File: config.mk
export PLATFORM = sky130hd
export DESIGN_NAME = csr_access_unit
export DESIGN_NICKNAME = d
export VERILOG_FILES = /design/src/rtl/csr_access_unit.sv
export SDC_FILE = /design/constraint.sdc
export NUM_CORES = 1
export LEC_CHECK = 0
export BUFFER_PORTS_ARGS = -buffer_cell sky130_fd_sc_hd__buf_2
export CAP_MARGIN = 20
export CORE_AREA = 2 2 197 199
export CTS_CLUSTER_DIAMETER = 120
export CTS_CLUSTER_SIZE = 12
export DETAILED_ROUTE_END_ITERATION = 16
export DIE_AREA = 0 0 199 201
export PLACE_DENSITY_LB_ADDON = 0.1
export SLEW_MARGIN = 20
export SYNTH_ARGS = -nofsm -noshare
export SYNTH_HDL_FRONTEND = slang
export SYNTH_SLANG_ARGS = --single-unit
File: constraint.sdc
create_clock -name clk -period 2.3 [get_ports clk]
set_input_delay 0.46 -clock clk [delete_from_list [all_inputs] [get_ports clk]]
set_output_delay 0.46 -clock clk [all_outputs]
set_load 0.05 [all_outputs]
File: src/rtl/csr_access_unit.sv
`default_nettype none
// ============================================================================
// Module   : csr_access_unit
// Purpose  : WB-side sequencer for CSR accesses, exception/ERTN commit and
//            the pipeline flush that follows them.
// Revision : 1.0
// ============================================================================
module csr_access_unit (
    input  logic        clk,
    input  logic        resetn,
    input  logic        ws_valid,
    output logic        ws_ready,
    input  logic [31:0] ws_pc,
    input  logic [2:0]  ws_op,
    input  logic [13:0] ws_csr_num,
    input  logic [31:0] ws_rj_value,
    input  logic [31:0] ws_rd_value,
    input  logic [4:0]  ws_rd,
    input  logic        ws_ex,
    input  logic [5:0]  ws_ecode,
    input  logic [8:0]  ws_esubcode,
    input  logic [31:0] ws_vaddr,
    output logic        csr_re,
    output logic        csr_we,
    output logic [13:0] csr_num,
    output logic [31:0] csr_wmask,
    output logic [31:0] csr_wvalue,
    input  logic [31:0] csr_rvalue,
    output logic        wb_ex,
    output logic        ertn_flush,
    output logic [31:0] wb_pc,
    output logic [31:0] wb_vaddr,
    output logic [5:0]  wb_ecode,
    output logic [8:0]  wb_esubcode,
    input  logic [31:0] ex_entry,
    input  logic [31:0] era,
    input  logic        has_int,
    output logic        rf_we,
    output logic [4:0]  rf_waddr,
    output logic [31:0] rf_wdata,
    output logic        flush,
    output logic [31:0] flush_target,
    output logic        csr_busy
);

    typedef enum logic [1:0] {
        S_IDLE  = 2'd0,
        S_EXEC  = 2'd1,
        S_FLUSH = 2'd2
    } state_t;

    typedef enum logic [2:0] {
        K_NONE = 3'd0,
        K_EXC  = 3'd1,
        K_ERTN = 3'd2,
        K_RD   = 3'd3,
        K_WR   = 3'd4,
        K_XCHG = 3'd5
    } kind_t;

    state_t      r_state_q, w_state_d;
    kind_t       r_kind_q,  w_kind_d;
    logic [31:0] r_pc_q,    w_pc_d;
    logic [13:0] r_num_q,   w_num_d;
    logic [31:0] r_rj_q,    w_rj_d;
    logic [31:0] r_rdv_q,   w_rdv_d;
    logic [4:0]  r_rd_q,    w_rd_d;
    logic [5:0]  r_ecode_q, w_ecode_d;
    logic [8:0]  r_esub_q,  w_esub_d;
    logic [31:0] r_vaddr_q, w_vaddr_d;

    logic w_exec;
    logic w_flush_st;
    logic w_csr_op;

    always_ff @(posedge clk) begin
        if (!resetn) begin
            r_state_q <= S_IDLE;
            r_kind_q  <= K_NONE;
            r_pc_q    <= 32'd0;
            r_num_q   <= 14'd0;
            r_rj_q    <= 32'd0;
            r_rdv_q   <= 32'd0;
            r_rd_q    <= 5'd0;
            r_ecode_q <= 6'd0;
            r_esub_q  <= 9'd0;
            r_vaddr_q <= 32'd0;
        end else begin
            r_state_q <= w_state_d;
            r_kind_q  <= w_kind_d;
            r_pc_q    <= w_pc_d;
            r_num_q   <= w_num_d;
            r_rj_q    <= w_rj_d;
            r_rdv_q   <= w_rdv_d;
            r_rd_q    <= w_rd_d;
            r_ecode_q <= w_ecode_d;
            r_esub_q  <= w_esub_d;
            r_vaddr_q <= w_vaddr_d;
        end
    end

    // Instruction class is frozen at accept so later has_int changes are ignored.
    always_comb begin
        w_state_d = r_state_q;
        w_kind_d  = r_kind_q;
        w_pc_d    = r_pc_q;
        w_num_d   = r_num_q;
        w_rj_d    = r_rj_q;
        w_rdv_d   = r_rdv_q;
        w_rd_d    = r_rd_q;
        w_ecode_d = r_ecode_q;
        w_esub_d  = r_esub_q;
        w_vaddr_d = r_vaddr_q;
        case (r_state_q)
            S_IDLE: begin
                if (ws_valid) begin
                    w_state_d = S_EXEC;
                    w_pc_d    = ws_pc;
                    w_num_d   = ws_csr_num;
                    w_rj_d    = ws_rj_value;
                    w_rdv_d   = ws_rd_value;
                    w_rd_d    = ws_rd;
                    w_vaddr_d = ws_vaddr;
                    w_ecode_d = has_int ? 6'd0 : ws_ecode;
                    w_esub_d  = has_int ? 9'd0 : ws_esubcode;
                    if (has_int || ws_ex) begin
                        w_kind_d = K_EXC;
                    end else begin
                        case (ws_op)
                            3'd1:    w_kind_d = K_RD;
                            3'd2:    w_kind_d = K_WR;
                            3'd3:    w_kind_d = K_XCHG;
                            3'd4:    w_kind_d = K_ERTN;
                            default: w_kind_d = K_NONE;
                        endcase
                    end
                end
            end
            S_EXEC:  w_state_d = (r_kind_q == K_EXC || r_kind_q == K_ERTN) ? S_FLUSH : S_IDLE;
            default: w_state_d = S_IDLE;
        endcase
    end

    // Every output is qualified by resetn so an abort silences the current cycle.
    assign w_exec     = resetn && (r_state_q == S_EXEC);
    assign w_flush_st = resetn && (r_state_q == S_FLUSH);
    assign w_csr_op   = (r_kind_q == K_RD) || (r_kind_q == K_WR) || (r_kind_q == K_XCHG);
    assign ws_ready   = resetn && (r_state_q == S_IDLE);

    always_comb begin
        csr_re       = 1'b0;
        csr_we       = 1'b0;
        csr_num      = 14'd0;
        csr_wmask    = 32'd0;
        csr_wvalue   = 32'd0;
        wb_ex        = 1'b0;
        ertn_flush   = 1'b0;
        wb_pc        = 32'd0;
        wb_vaddr     = 32'd0;
        wb_ecode     = 6'd0;
        wb_esubcode  = 9'd0;
        rf_we        = 1'b0;
        rf_waddr     = 5'd0;
        rf_wdata     = 32'd0;
        flush        = 1'b0;
        flush_target = 32'd0;
        csr_busy     = 1'b0;
        if (w_exec) begin
            if (w_csr_op) begin
                csr_re   = 1'b1;
                csr_num  = r_num_q;
                rf_we    = (r_rd_q != 5'd0);
                rf_waddr = r_rd_q;
                rf_wdata = csr_rvalue;
            end
            case (r_kind_q)
                K_EXC: begin
                    wb_ex       = 1'b1;
                    wb_pc       = r_pc_q;
                    wb_vaddr    = r_vaddr_q;
                    wb_ecode    = r_ecode_q;
                    wb_esubcode = r_esub_q;
                    csr_busy    = 1'b1;
                end
                K_ERTN: begin
                    ertn_flush = 1'b1;
                    csr_busy   = 1'b1;
                end
                K_WR: begin
                    csr_we     = 1'b1;
                    csr_wmask  = 32'hFFFF_FFFF;
                    csr_wvalue = r_rdv_q;
                    csr_busy   = 1'b1;
                end
                K_XCHG: begin
                    csr_we     = 1'b1;
                    csr_wmask  = r_rj_q;
                    csr_wvalue = r_rdv_q;
                    csr_busy   = 1'b1;
                end
                default: ;
            endcase
        end
        if (w_flush_st) begin
            flush        = 1'b1;
            flush_target = (r_kind_q == K_EXC) ? ex_entry : era;
            csr_busy     = 1'b1;
        end
    end

endmodule
`default_nettype wire

==> impl_metrics.csv <==
group,metric,value,unit
logic_synthesis,ys_warn_count,0,
global_route,grt_pass1_vias,8793,
outcome,violations,"negative setup slack",
drt,routed_wl,37200,µm
drt,first_pass_iters,4,
global_route,grt_max_degree,80,
timing,slew_headroom,0.502,
setup_path,r2r_slack,0.62,ns
cts,clockBufferDepth,2,
setup_path,path_max_fanout,7,
timing,whs,0.236,ns
logic_synthesis,synth_area_per_cell,7.55,µm²
drt,highest_layer,"met5",
drt,wl_met3,2520,µm
logic_synthesis,synth_area,8090,µm²
floorplan,die_y,201,µm
cts,tritoncts,"yes",
logic_synthesis,synthTopCellsByArea,"dfxtp_1, nand2_1, a21boi_0",
logic_synthesis,syn_nets,1338,
place,dp_cells,2031,
setup_path,crit_slowest_cell,"dfxtp_2",
logic_synthesis,synth-seq-area-share,0.413,
setup_path,crit_start,"r_kind_q[2]$_SDFFE_PN0P_",
setup_path,r2r_start,"r_state_q[0]$_SDFFE_PN0P_",
timing,worst_slack,-0.133,ns
drt,first_iter_violations,212,
logic_synthesis,synth.top_cell.area_share,0.413,
outcome,status,"complete, but fails checks",
floorplan,ios,500,
timing,hold_violations,0,
place,io_buffers,499,
setup_path,path_cells,"buf_6 > nand3b_1 > a21oi_4 > buf_12 > buf_6 > and2_1 > buf_6",
cts,cts_root_buffer,"clkbuf_16",
timing,max_freq,411,MHz
timing,clock_skew,0.0129,ns
timing,drv_slew,0,
setup_path,crit_top_cell,"buf_6",
cts,ctsHtreeMaxLevel,4,
layout,fill_cells,3967,
timing,tightest_slew,0.746,ns
setup_path,cpPeakStageDelay,0.34,ns
layout,final_util,0.397,
setup_path,crit_type,"reg -> out",
timing,fin_tns_setup,-13.94,ns
run,drv_cap,0,
drt,route.detailed.drc,0,
timing,rsz0062_at_grt,"yes",
global_route,grt_usage,0.171,
hold_path,min-delay-start,"ws_esubcode[5]",
floorplan,initial_utilization,0.212,
layout,layout-drive-gt1-share,0.507,
timing,timing.final.crit_share,1.06,
pwr,ir_drop,0.499,mV
drt,dr_total_vias,8952,
floorplan,die-width,199,µm
logic_synthesis,yosys.cell_types.count,34,
layout,final_common_cell,"nand2_1",
drt,viasPerCell,4.25,
layout,layout_common_cells,"nand2_1, buf_2, dfxtp_1",
global_route,grt_pass1_wl,51500,µm
drt,route.met2.wl,20500,µm
floorplan,die_area,40000,µm²
timing,fin_crit,2.43,ns
hold_path,hold_path_class,"in -> reg",
place,place_ws,0.143,ns
pwr,p_per_area,472,nW/µm²
timing,setup_viol,191,
drt,wl_met1,13300,µm
global_route,antenna_found_initial,14,
logic_synthesis,synth_top_area_cell,"dfxtp_1",
pwr,leakagePower,0.00676,µW
place,detailed_place_hpwl,25200,µm
global_route,grt-ovfl-total,0,
drt,drtAntennaViolNets,0,
setup_path,cp.required,1.84,ns
layout,fin_nets,1834,
setup_path,end_kind,"output port",
floorplan,core_area,38100,µm²
cts,numCtsBuffers,17,
setup_path,crit_arrival,1.97,ns
drt,avgRoutedWirePerCell,17.6,µm
layout,area_delta_synth_final,87.0,%
setup_path,crit_path_start_kind,"flop",
logic_synthesis,synth_seq_cells,167,
logic_synthesis,postSynthCellCount,1072,
place,place_congestion,0.753,
layout,post_layout_nonfiller_instances,2108,
floorplan,fp-row-count,72,
cts,cts_sinks,167,
cts,cts.clk_slew.worst_paths,0.07,ns
cts,clkLatencyLatePin,0.44,ns
[final timing paths]
| path | to | cells after the start |
|---|---|---|
| hold reg to reg | r_vaddr_q[6]$_SDFFE_PN0P_ | 2 |
| setup / recovery | rf_wdata[9] | 7 |
| hold / removal | r_esub_q[5]$_SDFFE_PN0P_ | 2 |
| setup reg to reg | r_vaddr_q[21]$_SDFFE_PN0P_ | 6 |
[area by class of cell]
class | count | area, µm² | area share
timing repair buffer | 564 | 5440 | 0.359
multi-input combinational | 784 | 4970 | 0.328
sequential | 167 | 3350 | 0.221
tap | 518 | 648 | 0.0428
clock buffer | 20 | 447 | 0.0295
inverter | 34 | 135 | 0.00893
clock inverter | 11 | 121 | 0.00802
antenna | 10 | 25.0 | 0.00165
[flip-flops by register name (all words and copies together), names as in the netlist]
register	flops
r_vaddr_q	32
r_rd_q	5
r_ecode_q	6
r_num_q	14
r_state_q	2
r_rdv_q	32
r_kind_q	3
r_pc_q	32
r_esub_q	9
r_rj_q	32
[critical path, delay by kind of cell, from the launching register on]
family | cells | cell delay [ns]
AO/OA/AOI/OAI | 1 | 0.19
buffers and inverters | 4 | 0.61
flip-flops | 1 | 0.34
AND/OR/NAND/NOR | 2 | 0.37
[through the flow]
| step | instance area [µm²] | total power [µW] |
|---|---|---|
| 2_1_floorplan | 8090 | 3680 |
| 3_3_place_gp | 11400 | 4130 |
| 3_5_place_dp | 11400 | 4140 |
| 4_1_cts | 13400 | 7100 |
| 5_1_grt | 15100 | 7510 |
| 6_report | 15100 | 7140 |
[repair_timing]
action                                  4_1_cts  5_1_grt
gates resized for setup                     390      477
hold buffers                                  0        0
buffers inserted                             10       13
endpoints found under the setup margin      230      230
endpoints found under the hold margin         0        0
cloned                                        7       11
pin swaps                                    36       86
[power breakdown]
part           total, µW  internal (µW)  switching [µW]  leakage (µW)
Sequential          3160           3060            99.2       0.00137
Clock               2880           1620            1260      0.000277
Combinational       1100            491             604       0.00511
[Yosys cell counts]
cell type  instances
a22o_1            13
or2_1              1
buf_1              4
nand2_1          362
nand4b_1           2
and2_1           163
buf_2             27
buf_6              8
o21a_1             1
a21oi_1           65
and3b_1            1
nand3b_4           1
nor3b_2            1
nor3b_1            2
clkbuf_1          45
a21boi_0         150
inv_2              1
o21ai_0            2
o211a_1            1
xor2_1             1
dfxtp_1          167
nand2b_1           2
inv_1             33
or3b_1             2
a21oi_2            1
nor2_8             1
nor2_1             3
nand3_1            2
and2_4             1
buf_4              1
clkbuf_2           2
or4_1              1
xnor2_1            1
nand3b_1           4
[per-layer routing]
layer / GRT usage / vias to the layer above
met5: 0 / -
met4: 0.0533 / 2
met3: 0.0523 / 54
met2: 0.333 / 299
met1: 0.169 / 4192
li1: - / 4405
[logic make-up (layout without fill, tap and decap cells)]
| kind of cell | after synthesis | in the layout | synth area share |
|---|---|---|---|
| buffers and inverters | 121 | 629 | 0.0685 |
| AND/OR/NAND/NOR | 549 | 549 | 0.318 |
| flip-flops | 167 | 167 | 0.413 |
| AO/OA/AOI/OAI | 233 | 233 | 0.198 |
| other | 0 | 10 | 0 |
| XOR/XNOR | 2 | 2 | 0.00216 |
No activity file was read; power rests on OpenSTA's default activity.
